**src/rtl/tt_um_accelshark_psg_i2s_rx_pkg.sv**
```systemverilog
// Shared I2S link constants: default word/counter widths and receiver state encodings.
// The transmitter uses the same default WIDTH.
package tt_um_accelshark_psg_i2s_rx_pkg;

    localparam int I2S_WIDTH = 16;
    localparam int I2S_CNT_W = 6;

    localparam logic [1:0] ST_UNSYNCED    = 2'd0;
    localparam logic [1:0] ST_WAIT_R_SKIP = 2'd1;
    localparam logic [1:0] ST_WAIT_L      = 2'd2;
    localparam logic [1:0] ST_WAIT_R      = 2'd3;

endpackage

```
**src/rtl/tt_um_accelshark_psg_sync.sv**
```systemverilog
// Two-flop synchroniser for a single asynchronous input bit.
module tt_um_accelshark_psg_sync (
    input  logic clk,
    input  logic rst_n,
    input  logic d,
    output logic q
);

    logic meta;

    always_ff @(posedge clk or negedge rst_n) begin
        if (!rst_n) begin
            meta <= 1'b0;
            q    <= 1'b0;
        end else begin
            meta <= d;
            q    <= meta;
        end
    end

endmodule

```
**src/rtl/tt_um_accelshark_psg_i2s_rx.sv**
```systemverilog
// I2S receiver: oversamples SCLK/LRCK/SDATA on clk, deserialises left/right slots
// and presents a stereo pair with a one-cycle valid strobe.
module tt_um_accelshark_psg_i2s_rx
    import tt_um_accelshark_psg_i2s_rx_pkg::*;
#(
    parameter int WIDTH = I2S_WIDTH,
    parameter int CNT_W = I2S_CNT_W
) (
    input  logic             clk,
    input  logic             rst_n,
    input  logic             ena,
    input  logic             sclk,
    input  logic             lrck,
    input  logic             sdata,
    output logic [WIDTH-1:0] rx_l,
    output logic [WIDTH-1:0] rx_r,
    output logic             rx_valid,
    output logic             frame_err
);

    localparam logic [CNT_W-1:0] CNT_MAX = '1;

    logic sclk_s, lrck_s, sdata_s, sclk_d, sclk_rise;

    tt_um_accelshark_psg_sync u_sync_sclk  (.clk(clk), .rst_n(rst_n), .d(sclk),  .q(sclk_s));
    tt_um_accelshark_psg_sync u_sync_lrck  (.clk(clk), .rst_n(rst_n), .d(lrck),  .q(lrck_s));
    tt_um_accelshark_psg_sync u_sync_sdata (.clk(clk), .rst_n(rst_n), .d(sdata), .q(sdata_s));

    always_ff @(posedge clk or negedge rst_n) begin
        if (!rst_n) sclk_d <= 1'b0;
        else        sclk_d <= sclk_s;
    end

    assign sclk_rise = sclk_s & ~sclk_d;

    logic [1:0]       state, state_nx;
    logic [WIDTH-1:0] shreg, shreg_nx, word;
    logic [WIDTH-1:0] l_stage, l_stage_nx, rx_l_nx, rx_r_nx;
    logic [CNT_W-1:0] bitcnt, bitcnt_nx, cnt_inc;
    logic             lrck_prev, lrck_prev_nx, lrck_seen, lrck_seen_nx;
    logic             valid_nx, err_nx, slot_end, word_ok;

    always_comb begin
        state_nx     = state;
        shreg_nx     = shreg;
        l_stage_nx   = l_stage;
        rx_l_nx      = rx_l;
        rx_r_nx      = rx_r;
        bitcnt_nx    = bitcnt;
        lrck_prev_nx = lrck_prev;
        lrck_seen_nx = lrck_seen;
        valid_nx     = 1'b0;
        err_nx       = 1'b0;

        cnt_inc  = (bitcnt == CNT_MAX) ? bitcnt : bitcnt + 1'b1;
        // Bits past WIDTH are dropped so a long slot keeps its MSBs.
        word     = (int'(bitcnt) < WIDTH) ? {shreg[WIDTH-2:0], sdata_s} : shreg;
        word_ok  = int'(cnt_inc) >= WIDTH;
        // lrck_seen keeps the reset value of lrck_prev from faking a transition.
        slot_end = sclk_rise && lrck_seen && (lrck_s != lrck_prev);

        if (!ena) begin
            state_nx     = ST_UNSYNCED;
            bitcnt_nx    = '0;
            lrck_seen_nx = 1'b0;
        end else if (sclk_rise) begin
            lrck_prev_nx = lrck_s;
            lrck_seen_nx = 1'b1;
            shreg_nx     = word;
            bitcnt_nx    = cnt_inc;
            if (slot_end) begin
                shreg_nx  = '0;
                bitcnt_nx = '0;
                case (state)
                    ST_UNSYNCED:    state_nx = lrck_s ? ST_WAIT_R_SKIP : ST_WAIT_L;
                    ST_WAIT_R_SKIP: state_nx = ST_WAIT_L;
                    ST_WAIT_L: begin
                        // After an error the right slot also ends here; only a left slot is collected.
                        if (!lrck_prev) begin
                            if (word_ok) begin
                                l_stage_nx = word;
                                state_nx   = ST_WAIT_R;
                            end else begin
                                err_nx = 1'b1;
                            end
                        end
                    end
                    default: begin
                        state_nx = ST_WAIT_L;
                        if (word_ok) begin
                            rx_l_nx  = l_stage;
                            rx_r_nx  = word;
                            valid_nx = 1'b1;
                        end else begin
                            err_nx = 1'b1;
                        end
                    end
                endcase
            end
        end
    end

    always_ff @(posedge clk or negedge rst_n) begin
        if (!rst_n) begin
            state     <= ST_UNSYNCED;
            shreg     <= '0;
            l_stage   <= '0;
            rx_l      <= '0;
            rx_r      <= '0;
            bitcnt    <= '0;
            lrck_prev <= 1'b0;
            lrck_seen <= 1'b0;
            rx_valid  <= 1'b0;
            frame_err <= 1'b0;
        end else begin
            state     <= state_nx;
            shreg     <= shreg_nx;
            l_stage   <= l_stage_nx;
            rx_l      <= rx_l_nx;
            rx_r      <= rx_r_nx;
            bitcnt    <= bitcnt_nx;
            lrck_prev <= lrck_prev_nx;
            lrck_seen <= lrck_seen_nx;
            rx_valid  <= valid_nx;
            frame_err <= err_nx;
        end
    end

endmodule

```
**config.mk**
```make
export PLATFORM = sky130hd
export DESIGN_NAME = tt_um_accelshark_psg_i2s_rx
export DESIGN_NICKNAME = d
export VERILOG_FILES = /design/src/rtl/tt_um_accelshark_psg_i2s_rx_pkg.sv /design/src/rtl/tt_um_accelshark_psg_sync.sv /design/src/rtl/tt_um_accelshark_psg_i2s_rx.sv
export SDC_FILE = /design/constraint.sdc
export NUM_CORES = 1
export LEC_CHECK = 0
export CELL_PAD_IN_SITES_DETAIL_PLACEMENT = 0
export CELL_PAD_IN_SITES_GLOBAL_PLACEMENT = 1
export CORE_MARGIN = 2
export CORE_UTILIZATION = 45
export CTS_CLUSTER_DIAMETER = 200
export DETAILED_ROUTE_END_ITERATION = 10
export GPL_ROUTABILITY_DRIVEN = 0
export PLACE_DENSITY_LB_ADDON = 0.2
export SLEW_MARGIN = 15
export SYNTH_ARGS = -nofsm -noshare
export SYNTH_HDL_FRONTEND = slang
export SYNTH_HIERARCHICAL = 1
export SYNTH_SLANG_ARGS = --single-unit
```
**constraint.sdc**
```tcl
create_clock -name clk -period 5 [get_ports clk]
set_input_delay 0.75 -clock clk [delete_from_list [all_inputs] [get_ports clk]]
set_output_delay 0.75 -clock clk [all_outputs]
set_load 0.03 [all_outputs]
```
; ---- Word-level counts from Yosys, hierarchy flattened
; Cells that the tools add are included.
[word_totals]
register_bits = 83
input_bits = 6
output_inout_bits = 34
elab_cells = 67
[classes]
n_addsub = 1
order_cmp = 2
n_eq_ne = 8
mux = 26
n_bitwise = 4
n_reduce_logical = 9
[ops]
columns = op, n
row1 = $mux W16, 2
row2 = $mux W6, 4
row3 = $mux W1, 12
row4 = $mux W2, 6
row5 = $add A6 B1 Y6 const B, 1
row6 = $eq A6 B6 Y1 const B, 1
row7 = $ge A6 B5 Y1 const B, 1
row8 = $lt A6 B5 Y1 const B, 1
row9 = $ne A3 B3 Y1 const B, 2
row10 = $reduce_and A6 Y1, 1
row11 = $reduce_and A5 Y1, 1
row12 = $ne A2 B1 Y1 const B, 2
row13 = $pmux W2 S2, 1
row14 = $reduce_and A4 Y1, 1
row15 = $not A1 Y1, 3
row16 = $reduce_or A3 Y1, 1
row17 = $eq A2 B1 Y1 const B, 1
row18 = $eq A2 B2 Y1 const B, 1
row19 = $logic_and A1 B1 Y1, 2
row20 = $logic_not A2 Y1, 1
row21 = $pmux W1 S2, 1
row22 = $reduce_and A2 Y1, 1
row23 = $reduce_or A2 Y1, 1
row24 = $and A1 B1 Y1, 1
row25 = $ne A1 B1 Y1, 1

; ---- Longest topological paths before layout
[depth]
depth_word = 9
depth_mapped = 6
mapped_depth_nobuf = 5

; ---- Cells and area by module
; Netlist, hierarchy kept.
[modules_own_cells]
columns = module, n_inst, cells_per_inst, area_per_inst_um2, seq_area_each_um2
row1 = tt_um_accelshark_psg_i2s_rx, 1, 227, 3249.4, 1926.8
row2 = tt_um_accelshark_psg_sync, 3, 2, 50.0, 50.0

; ---- Worst setup path before layout
; No wires, ideal clock.
[synth_timing]
path_type = reg-to-reg
startpoint = reg bitcnt[0]
endpoint = reg l_stage[10]
setup_ps = 125
arrival_ps = 2060
t_required_ps = 4875
slack_ps = 2815
path_stages_with_launch = 7
period_less_slack_ps = 2185
path_cell_list = dfrtp_1 ha_1 and3_1 a31o_2 nor4_4 buf_6 mux2_2
[synth_via]
elab_chain_len = 4
word_cells_on_any_way = 7
classes_between = 1 x add/sub / 2 x order compare / 1 x eq/ne / 2 x mux / 1 x reduce/logical
[synth_rtl]
columns = element, line_no
row1 = start: declaration, tt_um_accelshark_psg_i2s_rx.sv:39  ; logic [CNT_W-1:0] bitcnt, bitcnt_nx, cnt_inc;
row2 = start signal: assignment, tt_um_accelshark_psg_i2s_rx.sv:121  ; bitcnt <= bitcnt_nx;
row3 = $add A6 B1 Y6 / $eq A6 B6 Y1 (equally long branches), tt_um_accelshark_psg_i2s_rx.sv:55  ; cnt_inc = (bitcnt == CNT_MAX) ? bitcnt : bitcnt + 1'b1;
row4 = $mux W6, tt_um_accelshark_psg_i2s_rx.sv:55
row5 = $ge A6 B5 Y1, tt_um_accelshark_psg_i2s_rx.sv:58  ; word_ok = int'(cnt_inc) >= WIDTH;
row6 = $reduce_and A6 Y1 (no line), --
row7 = end signal: assignment, tt_um_accelshark_psg_i2s_rx.sv:118  ; l_stage <= l_stage_nx;
row8 = end: declaration, tt_um_accelshark_psg_i2s_rx.sv:38  ; logic [WIDTH-1:0] l_stage, l_stage_nx, rx_l_nx, rx_r_nx;
; Parallel ways exist; a longest one is shown, timed or not.
; A chain may end at the register's enable or synchronous reset.

; ---- Worst setup path in the final report
[layout_timing]
startpoint = in ena
endpoint = reg l_stage[5]
[layout_via]
elab_chain_len = 1
[layout_rtl]
columns = element, line_no
row1 = start: declaration, tt_um_accelshark_psg_i2s_rx.sv:11  ; input logic ena,
row2 = $reduce_and A6 Y1 (no line), --
; Every way passes these cells.

==> flow_metrics.py <==
metrics = {
    "status": {
        "status": "finished, final reports clean",
    },
    "route": {
        "drt-wirelength-per-cell_um": 15.2,
        "top_layer": "met4",
        "antenna_left": 0,
        "met1_length_um": 2980,
        "drt_iter0_markers": 129,
        "routed_wl_um": 5820,
        "drc_errors": 0,
        "vias_per_cell": 5.34,
        "wl_met3_um": 152,
        "first_pass_iters": 4,
        "wl_met2_um": 2570,
        "vias": 2040,
    },
    "clock_tree": {
        "hold_buffers": 0,
        "cts_max_level": 3,
        "clk_pin_slew_ns": 0.08,
        "cts_tree": "yes",
        "insertion_delay_ns": 0.35,
        "postCtsSetupRepairBufs": 0,
        "cts_num_sinks": 83,
        "cts_resized": 0,
        "cts_buffers": 9,
        "clockBufferDepth": 2,
        "clockRootBuffer": "clkbuf_8",
    },
    "synth": {
        "ys_types": 36,
        "synth_top_area_share_pct": 61.1,
        "ys_seq_area_share_pct": 61.1,
        "synth-main-ff-cell": "dfrtp_1",
        "netlist_top_cells_area": "dfrtp_1, mux2_2, a22o_1",
        "synth_top_area_cell": "dfrtp_1",
        "syn-num-nets": 240,
        "synth-edff-count": 0,
        "synth_cells": 233,
        "yosysWarnings": 6,
        "syn_area_per_cell_um2": 14.6,
        "ys_seq_elements": 83,
        "syn_area_um2": 3400,
        "synthArstFlopShare_pct": 100,
    },
    "power": {
        "powerDensity_nw_per_um2": 298,
        "peakVddDrop_mv": 0.151,
        "total_power_mw": 1.22,
        "leakage_nw": 1.96,
    },
    "worst_hold_path": {
        "hold_path_class": "register to register",
        "hold_path_depth": 0,
        "worstHoldEndpoint": "u_sync_sclk/q",
        "hp-start": "u_sync_sclk/meta",
    },
    "critical_path": {
        "cpPeakStageDelay_ns": 0.70,
        "crit_slowest_cell": "clkdlybuf4s50_1",
        "required_ns": 5.24,
        "endpoint_kind": "register",
        "critPathLaunch": "ena",
        "crit_chain": "clkdlybuf4s50_1, nand2_1, nor4_4, buf_6, mux2_2",
        "crit_fanout": 12,
        "cp.arrival_ns": 2.99,
        "startpoint_type": "input pin",
        "crit_type": "input pin to register",
        "r2r-start": "u_sync_sclk/q",
        "reg2regPathDepth": 5,
        "rrSetupSlack_ns": 2.25,
        "timing.rr.end": "l_stage[5]",
    },
    "sta": {
        "finalSetupViolCount": 0,
        "maxSlewHeadroom_pct": 31.6,
        "rsz0062_at_grt": "false",
        "tns_ns": 0,
        "setup_slack_ns": 2.24,
        "finalClockSkew_ns": 0.00721,
        "hold_viol": 0,
        "fin_crit_ns": 2.76,
        "worstMarginPinSlew_ns": 1.03,
        "slew_violations": 0,
        "max_freq_ghz": 0.363,
        "timing.final.crit_share_pct": 55.1,
    },
    "grt": {
        "antenna_found_initial": 0,
        "grtUsageTotal_pct": 15.5,
        "grt_first_pass_wirelength_um": 10200,
        "first_global_vias": 2053,
        "grt_overflow_total": 0,
        "grt_max_degree": 84,
    },
    "die": {
        "die_h_um": 90.9,
        "ioPinCount": 40,
        "initial_core_util_pct": 46.6,
        "rows": 31,
        "die_w_um": 90.9,
        "core_um2": 7290,
        "die-area_um2": 8270,
    },
    "run": {
        "drv_cap": 0,
    },
    "place": {
        "dp_cells": 365,
        "place_ws_ns": 1.62,
        "io_buffer_count": 39,
        "hpwl_um": 3620,
    },
    "finish": {
        "finalNetCount": 285,
        "diodes": 0,
        "drive_above_1_share_pct": 31.4,
        "syn2layout_area_growth_pct": 19.9,
        "fin_cells": 382,
        "n_fill_cell": 646,
    },
}
[synth_stat cells (all sizes together), types with 2 or more instances]
master and count:
and3 4, nand3 4, dfrtp 83, a21oi 3
nor4 3, inv 2, mux2 65, o22ai 2
clkbuf 5, nand2b 3, o21ai 4, a31oi 2
a22o 16, o211a 2, buf 5, o21a 2
nor2 3, nand2 9, nor2b 3
[metrics by stage]
step	hold slack (ns)	cell area (µm²)	util [%]
after CTS	0.354	4060	55.7
after floorplan	0.331	3400	-
after detailed placement	0.335	3880	53.3
after global placement	0.334	3880	53.3
final	0.353	4080	55.9
after global routing	0.371	4080	55.9
[report_power, final]
group | internal [mW] | switching [mW] | leakage [nW] | total [mW]
logic | 0.0329 | 0.0399 | 0.742 | 0.0728
registers | 0.691 | 0.0187 | 1.14 | 0.710
clock network | 0.185 | 0.248 | 0.0795 | 0.433
total | 0.909 | 0.307 | 1.96 | 1.22
[layout make-up]
cell class	count	area (µm²)	share of cell area, %
sequential	83	2080	51.0
timing repair buffer	44	429	10.5
multi-input combinational	138	1260	30.9
clock buffer	10	128	3.13
clock inverter	6	48.8	1.20
inverter	2	7.51	0.184
tap	99	124	3.04
[flip-flops by register name, indices dropped and copies added, names as in the netlist]
name / cells
bitcnt: 6
rx_valid: 1
state: 2
u_sync_sclk/meta: 1
u_sync_lrck/q: 1
rx_l: 16
lrck_seen: 1
rx_r: 16
u_sync_sdata/meta: 1
l_stage: 16
lrck_prev: 1
shreg: 16
sclk_d: 1
frame_err: 1
u_sync_sdata/q: 1
u_sync_sclk/q: 1
u_sync_lrck/meta: 1
[kinds of logic after synthesis]
family                   Yosys count  share of synthesized area, %
AO/OA/AOI/OAI                     37                          8.35
XOR/XNOR                           1                         0.258
adder cells (fa/ha/maj)            1                         0.368
buffers and inverters             12                          1.91
flip-flops                        83                          61.1
multiplexers                      65                          21.5
AND/OR/NAND/NOR                   34                          6.48
[critical path: cells and delay by family]
family / cells / cell delay [ns]
multiplexers: 1 / 0.34
buffers and inverters: 2 / 0.95
AND/OR/NAND/NOR: 2 / 0.96
[cells in the final DEF, fill, tap and decap left out, types with 2 or more instances in the layout]
cell type         n
dfrtp_1          83
mux2_2           62
clkdlybuf4s50_1  38
a22o_1           16
nand2_1           9
clkbuf_8          9
buf_4             5
o21ai_0           4
and3_1            4
nand3_1           4
nor2b_1           3
nor2_1            3
nand2b_1          3
mux2_1            3
a21oi_1           3
clkinvlp_4        3
inv_1             2
nor4_4            2
o211a_1           2
a31oi_1           2
o21a_1            2
o22ai_1           2
inv_6             2
[worst max path at each step]
| stage | slack, ns | end | cells after the start |
|---|---|---|---|
| global route | 2.00 | l_stage[3] | 5 |
| CTS | 2.00 | l_stage[15] | 4 |
| global placement | 1.71 | l_stage[8] | 4 |
| detailed placement | 1.62 | l_stage[15] | 4 |
| finish | 2.24 | l_stage[5] | 5 |
| floorplan | 2.81 | l_stage[10] | 6 |
[routing by layer]
layer,vias up,GRT usage (%)
li1,950,-
met1,1050,22.6
met2,32,22.5
met3,8,2.50
met4,0,7.58
met5,-,0
Power figures use the tool's default switching activity.
==> variant (same flow settings) <==
Put one more register stage on the output `frame_err`, with the module's reset. The value now appears one clock later. The other outputs are not delayed to match.
--- a/src/rtl/tt_um_accelshark_psg_i2s_rx.sv
+++ b/src/rtl/tt_um_accelshark_psg_i2s_rx.sv
@@ -20,4 +20,6 @@
 
     localparam logic [CNT_W-1:0] CNT_MAX = '1;
+
+    logic frame_err_s0;
 
     logic sclk_s, lrck_s, sdata_s, sclk_d, sclk_rise;
@@ -112,5 +114,5 @@
             lrck_seen <= 1'b0;
             rx_valid  <= 1'b0;
-            frame_err <= 1'b0;
+            frame_err_s0 <= 1'b0;
         end else begin
             state     <= state_nx;
@@ -123,5 +125,13 @@
             lrck_seen <= lrck_seen_nx;
             rx_valid  <= valid_nx;
-            frame_err <= err_nx;
+            frame_err_s0 <= err_nx;
+        end
+    end
+
+    always_ff @(posedge clk or negedge rst_n) begin
+        if (!rst_n) begin
+            frame_err <= '0;
+        end else begin
+            frame_err <= frame_err_s0;
         end
     end
Behaviour: not the same (Yosys sat finds a counterexample within 10 cycles, from zero or initial values and one cycle with rst_n low).
==> variant against the unedited design <==
- worst setup slack gained 100 ps
- design area grew 0.92%
- first-iteration DRC count shrank 31%
- final cell count is the same
- wire length grew 1.8%
- register-to-register slack gained 120 ps
- largest power group unchanged
- critical path type unchanged
- global-route usage is essentially flat
- area after synthesis grew 0.74%
- sequential cell count grew 1
- power grew 1.0%
- highest routed layer unchanged
==> variant: results (changes against the unedited design) <==
| Metric | Value |
|---|---|
| Worst-Margin Slew | 768 ps (-258 ps) |
| Placement Setup Slack | 1910 ps (+295 ps) |
| Area Overhead vs Synth | 20.1% |
| GR Util met1 | 22.3% (-0.38 points) |
| Post-synth top cells | dfrtp_1 (84), mux2_2 (62), a22o_1 (16), nand2_1 (9), clkbuf_1 (5) |
| Met3 Usage GRT | 2.74% (+0.23 points) |
| Static Leak | 1.98 nW (+0.99%) |
| P_int | 0.000916 W (+0.83%) |
| Metal3 WL | 207 µm (+36%) |
| DRT iter0 DRCs | 89 (-31%) |
| Met2 usage | 22.6% (+0.080 points) |
| Worst Path Arrival | 2890 ps (-100 ps) |
| Portion of the post-synthesis area used by sequential elements | 61.4% (+0.28 points) |
| Vias in the first global route | 2,078 (+1.2%) |
| Dpl hpwl | 3.68 mm (+1.4%) |
| Syn_nets | 241 (+0.42%) |
| FF-to-FF Start | u_sync_sclk/q |
| Mux contribution to synthesized area | 21.4% (-0.16 points) |
| Clk pwr | 0.000434 W (about the same) |
| DR WL/cell | 15.5 µm (+1.8%) |
| All-Layer GR Usage | 15.4% (-0.035 points) |
| Clk pin slew, worst setup/hold paths | 90 ps |
| Compound-Gate Fraction of Synth Area | 8.29% (-0.061 points) |
| Switching power total | 0.000312 W (+1.6%) |
| Post-Synth XOR/XNOR Area | 0.256% (-0.0019 points) |
| Synthesized instance count | 234 (+0.43%) |
| DR vias/cell | 5.35 (about the same) |
| Clk_skew | 8.95 ps (+1.74 ps) |
| R2r setup slk | 2370 ps (+120 ps) |
| Routed met2 length | 2.62 mm (+2.1%) |
| Final Cycle Share | 53.0% (-2.1 points) |
| Post-DP Area | 0.00391 mm² (+0.64%) |
| Post-Place Cells | 366 (+0.27%) |
| Area contributors post-synth | dfrtp_1 (61%), mux2_2 (20%), a22o_1 (4.1%) |
| Status | finished, final reports clean |
| NumNets Final | 286 (+0.35%) |
| First-pass GRT wire length | 10.2 mm (+0.61%) |
| Seq pwr | 0.000719 W (+1%) |
| HP Class | input pin to async pin |
| WHS | 349 ps (-3.76 ps) |
| Met1 Wirelength | 2.99 mm (+0.44%) |
| RR Endpoint | l_stage[15] |
| Adder-Cell Fraction of Synth Area | 0.365% (-0.0027 points) |
| Worst VDD drop | 0.171 mV (+13%) |
| Unique masters post-synth | 36 (unchanged) |
| Largest net degree at the start of global routing | 85 (+1.2%) |
## variant: cell count changes in the layout (fill, tap and decap cells not counted)
cell / change
buf_16: +1
buf_6: -1
clkbuf_1: -1
dfrtp_1: +1
## variant: worst max-delay path: stages
cell	delay (ps)
clkdlybuf4s50_1	700
nand2_1	300
nor4_4	500
buf_4	290
mux2_2	350
## variant: how the worst max path moves through the flow
stage	start	end	depth (start not counted)
final	ena	l_stage[15]	5
after global routing	u_sync_sclk/q	l_stage[6]	5
after CTS	ena	l_stage[12]	5
after detailed placement	ena	l_stage[12]	5
after global placement	ena	l_stage[9]	5
after floorplan	bitcnt[0]	l_stage[10]	6
## variant: final cells by class
class                   instances  area share (%)
clock inverters                 6            1.19
clock buffers                   9            3.01
multi-input cells             138            30.7
inverters                       2           0.183
repair buffers                 44            10.8
well taps                      99            3.01
flip-flops and latches         84            51.1
## variant: logic make-up after synthesis
kind of cell | after synthesis
compound gates | 37
flops | 84
simple gates | 34
fa+ha+maj | 1
buf+inv | 12
mux | 65
xor+xnor | 1
